==> config.mk <==
export PLATFORM = sky130hd
export DESIGN_NAME = rx_addr_filter
export DESIGN_NICKNAME = d
export VERILOG_FILES = /design/src/rtl/rx_addr_filter.sv
export SDC_FILE = /design/constraint.sdc
export NUM_CORES = 1
export LEC_CHECK = 0
export CAP_MARGIN = 20
export CORE_MARGIN = 2
export CORE_UTILIZATION = 55
export CTS_BUF_LIST = sky130_fd_sc_hd__clkbuf_16
export DETAILED_ROUTE_END_ITERATION = 12
export MAX_ROUTING_LAYER = met4
export PLACE_DENSITY_LB_ADDON = 0.15
export SLEW_MARGIN = 20
export SYNTH_ARGS = -nofsm -noshare
export SYNTH_HDL_FRONTEND = slang
export SYNTH_SLANG_ARGS = --single-unit
==> constraint.sdc <==
create_clock -name clk -period 9.6 [get_ports clk]
set_input_delay 2.88 -clock clk [delete_from_list [all_inputs] [get_ports clk]]
set_output_delay 2.88 -clock clk [all_outputs]
set_load 0.01 [all_outputs]
==> src/rtl/rx_addr_filter.sv <==
// rx_addr_filter
//   Destination-MAC filter on the receive byte stream. Follows preamble/SFD,
//   compares the six destination bytes against a station-address table and
//   issues one accept/reject verdict per frame.
// Ports
//   clk, rst            receive byte clock, synchronous active-high reset
//   rxdv, rxer, rxd     receive byte stream (preamble, SFD, frame)
//   promisc, allmulti   accept-all / accept-all-multicast modes
//   tbl_we/idx/byte/data  byte-wise table write port (dropped while tbl_busy)
//   tbl_en              per-entry enable, captured at SFD
//   tbl_busy            high while destination bytes are being compared
//   vld, accept, match_idx, bcast, mcast   verdict strobe and held result
//   abort               one-cycle strobe when rxdv drops inside the address
module rx_addr_filter #(
    parameter int NADDR = 14,
    parameter int IDXW  = 4
) (
    input  logic             clk,
    input  logic             rst,
    input  logic             rxdv,
    input  logic             rxer,
    input  logic [7:0]       rxd,
    input  logic             promisc,
    input  logic             allmulti,
    input  logic             tbl_we,
    input  logic [IDXW-1:0]  tbl_idx,
    input  logic [2:0]       tbl_byte,
    input  logic [7:0]       tbl_data,
    input  logic [NADDR-1:0] tbl_en,
    output logic             tbl_busy,
    output logic             vld,
    output logic             accept,
    output logic [IDXW-1:0]  match_idx,
    output logic             bcast,
    output logic             mcast,
    output logic             abort
);

    typedef enum logic [2:0] {S_IDLE, S_PRE, S_DEST, S_DONE, S_DRAIN} state_t;

    state_t state_q, state_d;

    // Station table: entry j, byte i (byte 0 is first on the wire). Not reset.
    logic [5:0][7:0] tbl_q [NADDR];

    logic [NADDR-1:0] m_q, m_d, eq;
    logic [2:0]       cnt_q;
    logic             bc_q, bc_d;
    logic             mc_q, mc_d;
    logic             err_q, err_d;

    logic             vld_q, accept_q, bcast_q, mcast_q, abort_q;
    logic [IDXW-1:0]  idx_q, idx_d;

    logic             enter_dest;  // SFD accepted this cycle
    logic             take;        // a destination byte is sampled this cycle
    logic             verdict;     // the sampled byte is byte 5
    logic             do_abort;

    // Next-state and per-cycle control
    always_comb begin
        state_d    = state_q;
        enter_dest = 1'b0;
        take       = 1'b0;
        do_abort   = 1'b0;
        case (state_q)
            S_IDLE: begin
                if (rxdv) begin
                    if (rxd == 8'h55) begin
                        state_d = S_PRE;
                    end else if (rxd == 8'hD5) begin
                        state_d    = S_DEST;
                        enter_dest = 1'b1;
                    end
                end
            end
            S_PRE: begin
                if (!rxdv) begin
                    state_d = S_IDLE;
                end else if (rxd == 8'hD5) begin
                    state_d    = S_DEST;
                    enter_dest = 1'b1;
                end else if (rxd != 8'h55) begin
                    state_d = S_DRAIN;
                end
            end
            S_DEST: begin
                if (!rxdv) begin
                    state_d  = S_IDLE;
                    do_abort = 1'b1;
                end else begin
                    take = 1'b1;
                    if (cnt_q == 3'd5) state_d = S_DONE;
                end
            end
            S_DONE, S_DRAIN: begin
                if (!rxdv) state_d = S_IDLE;
            end
            default: state_d = S_IDLE;
        endcase
    end

    assign verdict = take && (cnt_q == 3'd5);

    // Compare result including the byte currently on the bus, so the verdict
    // can be registered on the same edge that samples byte 5.
    always_comb begin
        for (int j = 0; j < NADDR; j++) begin
            eq[j] = (tbl_q[j][cnt_q] == rxd);
        end
        m_d   = m_q & eq;
        bc_d  = bc_q & (rxd == 8'hFF);
        mc_d  = (cnt_q == 3'd0) ? rxd[0] : mc_q;
        err_d = err_q | rxer;
        // Downward scan: the last hit written is the lowest index
        idx_d = '1;
        for (int j = NADDR - 1; j >= 0; j--) begin
            if (m_d[j]) idx_d = IDXW'(j);
        end
    end

    always_ff @(posedge clk) begin
        if (rst) begin
            state_q  <= S_IDLE;
            m_q      <= '0;
            cnt_q    <= '0;
            bc_q     <= 1'b0;
            mc_q     <= 1'b0;
            err_q    <= 1'b0;
            vld_q    <= 1'b0;
            abort_q  <= 1'b0;
            accept_q <= 1'b0;
            bcast_q  <= 1'b0;
            mcast_q  <= 1'b0;
            idx_q    <= '1;
        end else begin
            state_q <= state_d;
            vld_q   <= verdict;
            abort_q <= do_abort;
            if (enter_dest) begin
                m_q   <= tbl_en;
                cnt_q <= '0;
                bc_q  <= 1'b1;
                mc_q  <= 1'b0;
                err_q <= rxer;  // error on the SFD byte counts
            end else if (take) begin
                m_q   <= m_d;
                bc_q  <= bc_d;
                mc_q  <= mc_d;
                err_q <= err_d;
                cnt_q <= cnt_q + 3'd1;
            end
            if (verdict) begin
                accept_q <= ~err_d & (promisc | bc_d | (mc_d & allmulti) | (|m_d));
                idx_q    <= idx_d;
                bcast_q  <= bc_d;
                mcast_q  <= mc_d;
            end else if (do_abort) begin
                accept_q <= 1'b0;
                idx_q    <= '1;
                bcast_q  <= 1'b0;
                mcast_q  <= 1'b0;
            end
        end
    end

    // Table writes are blocked while the compare is reading the table
    always_ff @(posedge clk) begin
        if (tbl_we && (state_q != S_DEST) && (tbl_idx < IDXW'(NADDR)) && (tbl_byte <= 3'd5)) begin
            tbl_q[tbl_idx][tbl_byte] <= tbl_data;
        end
    end

    assign tbl_busy  = (state_q == S_DEST);
    assign vld       = vld_q;
    assign accept    = accept_q;
    assign match_idx = idx_q;
    assign bcast     = bcast_q;
    assign mcast     = mcast_q;
    assign abort     = abort_q;

endmodule

# --- Yosys cells after proc, flatten, opt, wreduce, memory -nomap -nowiden ---
# Memories as Yosys holds them, arrays and structs flattened.
# Cells that the tools add are included.
totals:
  reg_bits: 32
  ram_bits: 672
  inputBits: 44
  out_inout_bits: 10
  elab_cells: 148
  n_memories: 1
classes:
  addsub: 1
  magnitude_cmp: 5
  eq_ne: 29
  muxes: 78
  bitwise: 9
  n_reduce_logical: 13
mem_list:
  columns: ["name", "depth", "word_bits", "rd", "rd_clocked_by_memory_dff", "wr", "line", "source"]
  rows:
  - ["tbl_q", 14, 48, 14, 0, 1, "44", "logic [5:0][7:0] tbl_q [NADDR];"]
op_table:
  columns: ["operator", "count"]
  rows:
  - ["$bmux W8 S3", 14]
  - ["$mux W8", 15]
  - ["$eq A8 B8 Y1", 14]
  - ["$mux W4", 15]
  - ["$mux W48", 1]
  - ["$mux W14", 2]
  - ["$mux W3", 9]
  - ["$demux W8 S3", 1]
  - ["$mux W1", 18]
  - ["$eq A8 B8 Y1 const B", 2]
  - ["$and A14 B14 Y14", 1]
  - ["$reduce_or A14 Y1", 1]
  - ["$pmux W3 S4", 1]
  - ["$eq A8 B7 Y1 const B", 1]
  - ["$lt A3 B4 Y1 const B", 2]
  - ["$ne A8 B7 Y1 const B", 1]
  - ["$eq A3 B2 Y1 const B", 2]
  - ["$eq A3 B3 Y1 const B", 2]
  - ["$logic_not A3 Y1", 2]
  - ["$ne A3 B2 Y1 const B", 2]
  - ["$logic_and A1 B1 Y1", 5]
  - ["$reduce_and A5 Y1", 1]
  - ["$lt A4 B4 Y1 const B", 1]
  - ["$ne A2 B2 Y1 const B", 2]
  - ["13 further kinds", 20]

# --- Longest topological paths before layout ---
# Gate-level depths: netlist of the first run.
# An unclocked memory read counts as a cell.
depth:
  ltp_word: 20
  ltp_mapped: 14
  mapped_depth_nobuf: 9

# --- Worst setup path after synthesis of the first run ---
# No wires, ideal clock.
synth_timing:
  kind: "input to register"
  from: "in rxd[2]"
  to: "reg m_q[4]"
  setup_ns: 0.071
  arrival_ns: 4.924
  required_ns: 9.529
  slack_ns: 4.605
  cell_stages: 10
  path_buffers: 4
  cell_sequence: "buf_2 clkbuf_1 nand4_1 nor4_1 nand2_1 nor3_1 clkbuf_1 buf_2 a22oi_1 a21oi_1"
synth_between:
  elab_chain_cells: 6
  elab_cells_between_ends: 12
  cone_classes: "eq/ne: 3; mux: 7; bitwise: 1; reduce/logical: 1"
synth_rtl:
  columns: ["item", "line", "source"]
  rows:
  - ["start, declared", "22", "input logic [7:0] rxd,"]
  - ["$eq A8 B8 Y1", "71, 80", null]
  - ["$mux W1", "71, 80", null]
  - ["$mux W1", "69", "if (rxd == 8'h55) begin"]
  - ["$mux W1", "68", "if (rxdv) begin"]
  - ["$pmux W1 S2", "66", "case (state_q)"]
  - ["$mux W14 or $reduce_bool A2 Y1 (tied branches)", null, null]
  - ["end signal, assigned", "141", "m_q <= tbl_en;"]
  - ["end signal, assigned", "147", "m_q <= m_d;"]
  - ["end, declared", "46", "logic [NADDR-1:0] m_q, m_d, eq;"]
# Several ways; a longest one is shown, not always the timed one. The select of a mux whose other input is x is not followed.
# A chain may end at the register's enable or synchronous reset.

# --- Final worst setup path of the first run ---
layout_timing:
  from: "in rxd[0]"
  to: "reg idx_q[0], in the netlist match_idx[0]"
layout_between:
  elab_chain_cells: 16
  elab_cells_between_ends: 28
  cone_classes: "eq/ne: 13; mux: 14; bitwise: 1"
layout_rtl:
  columns: ["item", "line", "source"]
  rows:
  - ["$eq A8 B8 Y1", "109", "eq[j] = (tbl_q[j][cnt_q] == rxd);"]
  - ["$and A14 B14 Y14 (*)", "111", "m_d = m_q & eq;"]
  - ["$mux W4 (12 in a row)", "118", "if (m_d[j]) idx_d = IDXW'(j);"]
  - ["$mux W4 (*)", "118", null]
  - ["$mux W4 (*)", "153", "if (verdict) begin"]
  - ["end signal, assigned", "155", "idx_q <= idx_d;"]
  - ["end, declared", "53", "logic [IDXW-1:0] idx_q, idx_d;"]
# Every way passes the cells marked *; elsewhere a longest branch is shown, timed or not.

==> results.txt, run 1 <==
----------------------------------------------------
[Run status]
  Run status ... finished, final reports clean

[Critical path]
  Highest net fanout along the worst path ... 25
  Master of the slowest instance on the critical path ... clkinv_1
  Critical Path Source Type ... input pin
  Worst r2r src ... cnt_q[2]$_SDFFE_PP0P_
  Required time of the critical path ... 10.09 ns
  Buffers plus inverters on the worst setup path ... 3
  Capture instance of the worst register-to-register path ... accept$_SDFFE_PP0P_
  Startpoint-to-endpoint class of the critical path ... in -> reg
  Critical Path End Type ... register
  Stage delay of the slowest cell on the critical path ... 0.57 ns
  List of cells traversed by the critical path ... clkdlybuf4s50_1 -> buf_4 -> clkinv_1 -> xnor2_1 -> a21oi_1 -> nand2_1 -> a221oi_2 -> a221oi_2 -> nor3_2 -> o21bai_1 -> a211o_1
  Setup slack of the worst register-to-register path ... 5.13 ns
  Worst endpoint data arrival time ... 6.08 ns
  Cell with the most instances on the worst path ... a221oi_2
  Cell family with the largest share of critical-path delay ... buffers and inverters
  Launching instance or port of the critical path ... rxd[0]
  Register-to-Register Path Depth ... 11

[Detailed routing]
  Wire length reported by the detailed router ... 78.8 mm
  Detailed Routing Iterations Pass 1 ... 8
  DR vias/cell ... 6.51
  Iteration-0 DRC Markers ... 2008
  Average wire length per cell after detail routing ... 29.0 µm
  Overall via count from detail_route ... 17700
  DRC violation count after routing ... 0
  Antenna Nets Post-Route ... 0

[Logic synthesis]
  Synthesis warning total ... 0
  Synthesized-area fraction occupied by xor and xnor cells ... 2.13%
  Cell count after synthesis ... 1914
  Post-synthesis simple-gate area fraction ... 7.92%
  Register area share after synthesis ... 68.4%
  Avg Cell Area, Syn ... 15.9 µm²
  Most area-consuming cells after synthesis ... edfxtp_1 (66%), mux4_2 (6.1%), mux2i_1 (5.9%)
  Number of synthesized flops with an enable pin ... 672
  Top cell type by total area after synthesis ... edfxtp_1
  Share of cell area taken by muxes after synthesis ... 13.8%
  Dominant combinational cell family by area after synthesis ... multiplexers
  Combined area of all synthesized cells ... 30400 µm²
  Number of distinct library cells after synthesis ... 81
  Area share of the largest cell type after synthesis ... 66.3%
  Flip-flop cell with the highest count after synthesis ... edfxtp_1
  Synthesis-stage register bit count ... 704
  FFs w/ async S/R, synth ... 0%
  Synthesized-area fraction occupied by ao, oa, aoi and oai cells ... 5.24%
  Total nets after synthesis ... 1961
  Post-synthesis share of cell area spent on full adders, half adders and majority gates ... 0.123%

[GRT]
  Global-route wire length before repair ... 115 mm
  Number of global-route vias before repair ... 16600
  Combined global-route utilization of all metal layers ... 28.9%
  Antenna violations before repair ... 0
  Maximum number of pins on one net before global-route repair ... 153
  Overflow after GRT ... 0

[STA]
  # setup viols final ... 0
  Tcrit/Tclk final ... 58.1%
  Slew Viols, Final ... 0
  Actual slew at the worst max-slew pin ... 1.17 ns
  Layout Skew ... 0.0247 ns
  Min setup slack post-route ... 4.02 ns
  TNS Setup ... 0 ns
  Max-slew headroom ... 21.9%
  Final count of hold timing violations ... 0
  Setup repair after global routing missed its margin ... false
  Post-route minimum period ... 5.58 ns
  Achievable frequency ... 179 MHz
  Worst hold margin ... 0.468 ns

[Placed design]
  Post-DP HPWL ... 47.3 mm
  Worst-case setup slack after placement ... 3.50 ns
  Number of buffers inserted by port buffering ... 53
  Placed Area ... 31400 µm²
  Routability cong. ... 0.925

[Layout]
  Most common library cell in the layout ignoring fill and taps ... edfxtp_1
  Net count, final ... 2004
  Post-route standard cell area excluding fillers ... 33600 µm²
  Area grow syn2layout ... 10.5%
  Share of cells above drive strength 1 ... 15.2%
  Count of inserted antenna diode cells ... 0
  Highest-count cells in the layout ignoring fill and taps ... edfxtp_1 (672), mux2i_1 (178), nor2_1 (147), mux4_2 (83), clkbuf_16 (75)
  Core Util, Final ... 61.3%

[Worst hold path]
  HP Start ... err_q$_SDFFE_PP0P_
  Terminating pin of the worst hold path ... err_q$_SDFFE_PP0P_
  Hold path cells ... 2
  Type of the most critical hold path ... reg -> reg

[Power and ir drop]
  Lkg Pwr ... 10.3 nW
  Power per Cell Area ... 184 nW/µm²
  Part of the power in the clock network ... 42.9%
  Cell internal power dissipation ... 0.00493 W
  Peak supply drop ... 0.000170 V
  NetSw ... 0.00127 W
  Sequential cell fraction of total power ... 54.3%
  Fraction of power consumed by combinational cells ... 2.9%
  Fraction of power spent switching nets ... 20.5%

[Clocking]
  Number of setup buffers added after CTS ... 0
  Clk pin slew, worst setup/hold paths ... 0.06 ns
  Total clock buffers created by CTS ... 72
  TritonCTS clock tree ... built
  Max clock buf depth ... 3
  Post_cts resized ... 0
  Root buffer cell ... clkbuf_16
  Sinks on the clock net ... 704
  Worst-Skew Late Latency ... 0.63 ns
  Cts-stage hold buffer count ... 0
  H-tree Lvls ... 3

[Run]
  Count of max-cap constraint violations ... 0

[Floorplanning]
  Count of boundary I/O pins ... 54
  Row cnt ... 86
  Total Die Area ... 57300 µm²
  Horizontal extent of the die ... 239 µm
  Height of the die ... 239 µm
  Effective utilization at floorplan ... 55.5%
  Core ar. ... 54900 µm²

----------------------------------------------------
==> final cells by class <==
class	instances	area (µm²)
inverters	11	41.3
repair buffers	83	738
flip-flops and latches	704	20800
well taps	704	881
clock buffers	75	1880
clock inverters	54	354
multi-input cells	1085	8920
fillers	4042	21200
==> power by group through the flow <==
stage	sequential, W	clock [W]	combinational, W
after floorplan	0.00343	0	0.0000660
after global placement	0.00343	0	0.000174
after CTS	0.00337	0.00269	0.000178
after detailed placement	0.00343	0	0.000178
after global routing	0.00337	0.00282	0.000189
final	0.00337	0.00266	0.000179
==> layer usage <==
layer	up-vias	wire (µm)	global-route usage (%)
li1	7628	-	-
met4	0	2110	9.39
met2	924	35400	41.4
met3	108	6640	4.29
met1	9033	34600	42.9
met5	-	0	-
==> cells in the mapped netlist, types with 16 or more instances <==
master	number
and2_1	16
a21oi_1	52
mux2i_1	178
nor3_1	42
edfxtp_1	672
buf_6	18
nand3_1	27
clkbuf_1	35
dfxtp_1	32
nand2_1	65
a22oi_1	38
or3_1	36
nand4_1	29
nor2_1	148
mux2_2	48
o21ai_0	54
nor2b_1	22
buf_2	37
nor3b_1	17
xnor2_1	66
mux4_2	83
==> registers in the layout (all words and copies together) (netlist names) <==
signal	count
accept	1
abort	1
cnt_q	3
m_q	14
match_idx	4
mc_q	1
bc_q	1
bcast	1
tbl_q	672
mcast	1
vld	1
err_q	1
state_q	3
==> metrics by stage <==
stage,cells,power (W)
global route,2716,0.00638
floorplan,1914,0.00350
finish,2716,0.00621
detailed placement,2587,0.00361
global placement,2587,0.00361
CTS,2716,0.00624
==> cell families (layout without fill, tap and decap cells) <==
kind of cell / count (synthesis) / count (layout)
simple gates: 462 / 462
mux: 311 / 311
fa+ha+maj: 3 / 3
xor+xnor: 74 / 74
flops: 704 / 704
buf+inv: 125 / 223
compound gates: 235 / 235
==> worst max-delay path by stage <==
| stage | end | slack, ns | cells after the start |
|---|---|---|---|
| after floorplan | m_q[4]$_SDFFE_PP0P_ | 4.60 | 10 |
| after global placement | match_idx[0]$_SDFFE_PP1P_ | 3.57 | 11 |
| after detailed placement | match_idx[0]$_SDFFE_PP1P_ | 3.50 | 11 |
| after CTS | match_idx[0]$_SDFFE_PP1P_ | 4.14 | 11 |
| after global routing | match_idx[0]$_SDFFE_PP1P_ | 3.98 | 11 |
| final | match_idx[0]$_SDFFE_PP1P_ | 4.02 | 11 |
==> worst register-to-register path, stage by stage, from the launching register on <==
cell     delay (ns)
dfxtp_4        0.69
buf_4          0.54
nor2b_4        0.80
buf_4          0.47
a22oi_1        0.20
xnor2_1        0.33
nor2_1         0.09
and4_1         0.27
nor4_1         0.47
nand3_1        0.19
nor3_1         0.22
o41ai_2        0.08
(Power assumes the default switching activity.)
==> run 2: changes to the inputs <==
==> constraint.sdc (replaced) <==
create_clock -name clk -period 4.9 [get_ports clk]
set_input_delay 1.47 -clock clk [delete_from_list [all_inputs] [get_ports clk]]
set_output_delay 1.47 -clock clk [all_outputs]
set_load 0.01 [all_outputs]
==> run 2 against run 1 <==
Final cell count is 3.8% higher. Hold slack better by 0.0026 ns. Die area stayed put. Largest power group unchanged. Combinational power is 110% higher. Via count is 2.8% higher. Design area is 2.4% higher. Clock power is 93% higher. Global-route usage is 1.2 points higher. Worst setup slack worse by 3.1 ns.
==> results.txt, run 2 (synthesized netlist as in run 1, its figures left out) <==
----------------------------------------------------
[Worst hold path]
  Type of the most critical hold path ... reg -> reg
  Hold path cells ... 1 (-1)
  HP Start ... err_q$_SDFFE_PP0P_

[Critical path]
  Launching instance or port of the critical path ... cnt_q[1]$_SDFFE_PP0P_
  Buffers plus inverters on the worst setup path ... 1 (-2)
  Worst endpoint data arrival time ... 4.45 ns (-1.63 ns)
  Highest net fanout along the worst path ... 41 (+64%)
  List of cells traversed by the critical path ... buf_4 -> mux2i_1 -> mux2i_1 -> nand4_1 -> o211a_1 -> nand4_1 -> nand2_1 -> or4_1 -> nor3_1 -> o41ai_2
  Worst r2r src ... cnt_q[1]$_SDFFE_PP0P_
  Stage delay of the slowest cell on the critical path ... 0.87 ns (+0.30 ns)
  Startpoint-to-endpoint class of the critical path ... reg -> reg
  Register-to-Register Path Depth ... 10 (-1)
  Critical Path End Type ... register
  Required time of the critical path ... 5.41 ns (-4.68 ns)
  Master of the slowest instance on the critical path ... dfxtp_4
  Critical Path Source Type ... register
  WP depth ... 10 (-1)
  Cell family with the largest share of critical-path delay ... simple AND/OR/NAND/NOR gates

[Power and ir drop]
  Cell internal power dissipation ... 0.00955 W (+94%)
  NetSw ... 0.00256 W (+100%)
  Part of the power in the clock network ... 42.5% (-0.4 points)
  Power per Cell Area ... 351 nW/µm² (+90%)
  Fraction of power consumed by combinational cells ... 3.0% (about the same)
  Sequential cell fraction of total power ... 54.5% (+0.2 points)
  Fraction of power spent switching nets ... 21.1% (+0.61 points)
  Peak supply drop ... 0.000314 V (+84%)
  Lkg Pwr ... 10.8 nW (+5.3%)

[Detailed routing]
  Average wire length per cell after detail routing ... 29.0 µm (about the same)
  DRC violation count after routing ... 0 (unchanged)
  DR vias/cell ... 6.45 (-1.0%)
  Iteration-0 DRC Markers ... 2300 (+15%)
  Wire length reported by the detailed router ... 81.8 mm (+3.8%)
  Detailed Routing Iterations Pass 1 ... 6 (-2)
  Antenna Nets Post-Route ... 0 (unchanged)
  Overall via count from detail_route ... 18200 (+2.8%)

[Layout]
  Highest-count cells in the layout ignoring fill and taps ... edfxtp_1 (672), mux2i_1 (178), nor2_1 (148), buf_4 (126), mux4_2 (83)
  Net count, final ... 2108 (+5.2%)
  Register cell area after layout ... 20800 µm² (unchanged)
  Multi-input combinational cell area ... 8920 µm² (about the same)
  Most common library cell in the layout ignoring fill and taps ... edfxtp_1
  Filler cell count in the final layout ... 4021 (-0.52%)
  Register with the most flip-flops ... tbl_q
  Share of cells above drive strength 1 ... 19.1% (+3.8 points)
  Core Util, Final ... 62.8% (+1.5 points)
  Max FFs per register ... 672 (unchanged)
  Area grow syn2layout ... 13.2%

[STA]
  Tcrit/Tclk final ... 80.3%
  TNS Setup ... 0 ns (unchanged)
  Actual slew at the worst max-slew pin ... 1.20 ns (+0.0339 ns)
  Layout Skew ... 0.0273 ns (+0.00254 ns)
  Max-slew headroom ... 19.6% (-2.4 points)
  Slew Viols, Final ... 0 (unchanged)
  Post-route minimum period ... 3.94 ns
  Worst hold margin ... 0.471 ns (+0.00263 ns)
  Achievable frequency ... 254 MHz
  Setup repair after global routing missed its margin ... false
  Final count of hold timing violations ... 0 (unchanged)
  # setup viols final ... 0 (unchanged)

[Clocking]
  Worst-Skew Late Latency ... 0.63 ns (about the same)
  Max clock buf depth ... 3 (unchanged)
  Cts-stage hold buffer count ... 0 (unchanged)
  TritonCTS clock tree ... built
  Root buffer cell ... clkbuf_16
  Clk pin slew, worst setup/hold paths ... 0.06 ns (about the same)
  Total clock buffers created by CTS ... 72 (unchanged)
  Post_cts resized ... 0 (unchanged)
  Sinks on the clock net ... 704 (unchanged)
  H-tree Lvls ... 3 (unchanged)
  Number of setup buffers added after CTS ... 0 (unchanged)

[Placed design]
  Post-DP HPWL ... 52.4 mm (+11%)
  Routability cong. ... 0.932 (+0.72%)
  Number of buffers inserted by port buffering ... 53 (unchanged)

[GRT]
  Antenna violations before repair ... 3 (+3)
  Global-route wire length before repair ... 120 mm (+4.3%)
  Combined global-route utilization of all metal layers ... 30.1% (+1.2 points)
  Maximum number of pins on one net before global-route repair ... 85 (-44%)
  Overflow after GRT ... 0 (unchanged)
  Number of global-route vias before repair ... 17700 (+6.2%)

[Floorplanning]
  Row cnt ... 86 (unchanged)
  Count of boundary I/O pins ... 54 (unchanged)
  Total Die Area ... 57300 µm² (unchanged)
  Core ar. ... 54900 µm² (unchanged)
  Horizontal extent of the die ... 239 µm (unchanged)
  Effective utilization at floorplan ... 55.5% (unchanged)
  Height of the die ... 239 µm (unchanged)

[Run]
  Count of max-cap constraint violations ... 0 (unchanged)

[Run status]
  Run status ... finished, final reports clean

----------------------------------------------------
run 2: path summary, 6_finish.rpt:
check | end | slack [ns]
max reg2reg | accept$_SDFFE_PP0P_ | 0.96
max | accept$_SDFFE_PP0P_ | 0.96
min | accept$_SDFFE_PP0P_ | 0.47
min reg2reg | accept$_SDFFE_PP0P_ | 0.47
run 2: cell type report:
type                            count  area share (%)
Sequential cell                   704            60.4
Multi-Input combinational cell   1085            25.9
Clock buffer                       74            5.37
Timing Repair Buffer              187            4.63
Tap cell                          704            2.56
Clock inverter                     54           0.995
Inverter                           11           0.120
Antenna cell                        1         0.00726
run 2: worst reg2reg max path, stage by stage (launching register included):
cell,delay [ns]
dfxtp_4,0.87
buf_4,0.45
mux2i_1,0.57
mux2i_1,0.30
nand4_1,0.24
o211a_1,0.22
nand4_1,0.19
nand2_1,0.12
or4_1,0.53
nor3_1,0.26
o41ai_2,0.08
run 2: power by group through the flow:
stage / clock network [W] / registers (W) / logic [W]
2_1_floorplan: 0 / 0.00672 / 0.000129
3_3_place_gp: 0 / 0.00672 / 0.000352
3_5_place_dp: 0 / 0.00672 / 0.000362
4_1_cts: 0.00520 / 0.00659 / 0.000363
5_1_grt: 0.00544 / 0.00659 / 0.000386
6_report: 0.00514 / 0.00659 / 0.000368
run 2: routing by layer:
| metal | wire length [µm] | vias up | GRT usage [%] |
|---|---|---|---|
| met2 | 36700 | 919 | 43.4 |
| met4 | 2070 | 0 | 8.67 |
| met5 | 0 | - | - |
| met1 | 35600 | 9277 | 44.6 |
| li1 | - | 7829 | - |
| met3 | 7430 | 156 | 4.79 |
run 2: stage by stage:
stage	total power (W)	area (µm²)	setup WS, ns	instances
after CTS	0.0122	34500	1.03	2819
after detailed placement	0.00708	32300	0.567	2691
after floorplan	0.00685	30400	1.31	1914
after global routing	0.0124	34500	0.774	2820
after global placement	0.00707	32300	0.576	2691
final	0.0121	34500	0.963	2820
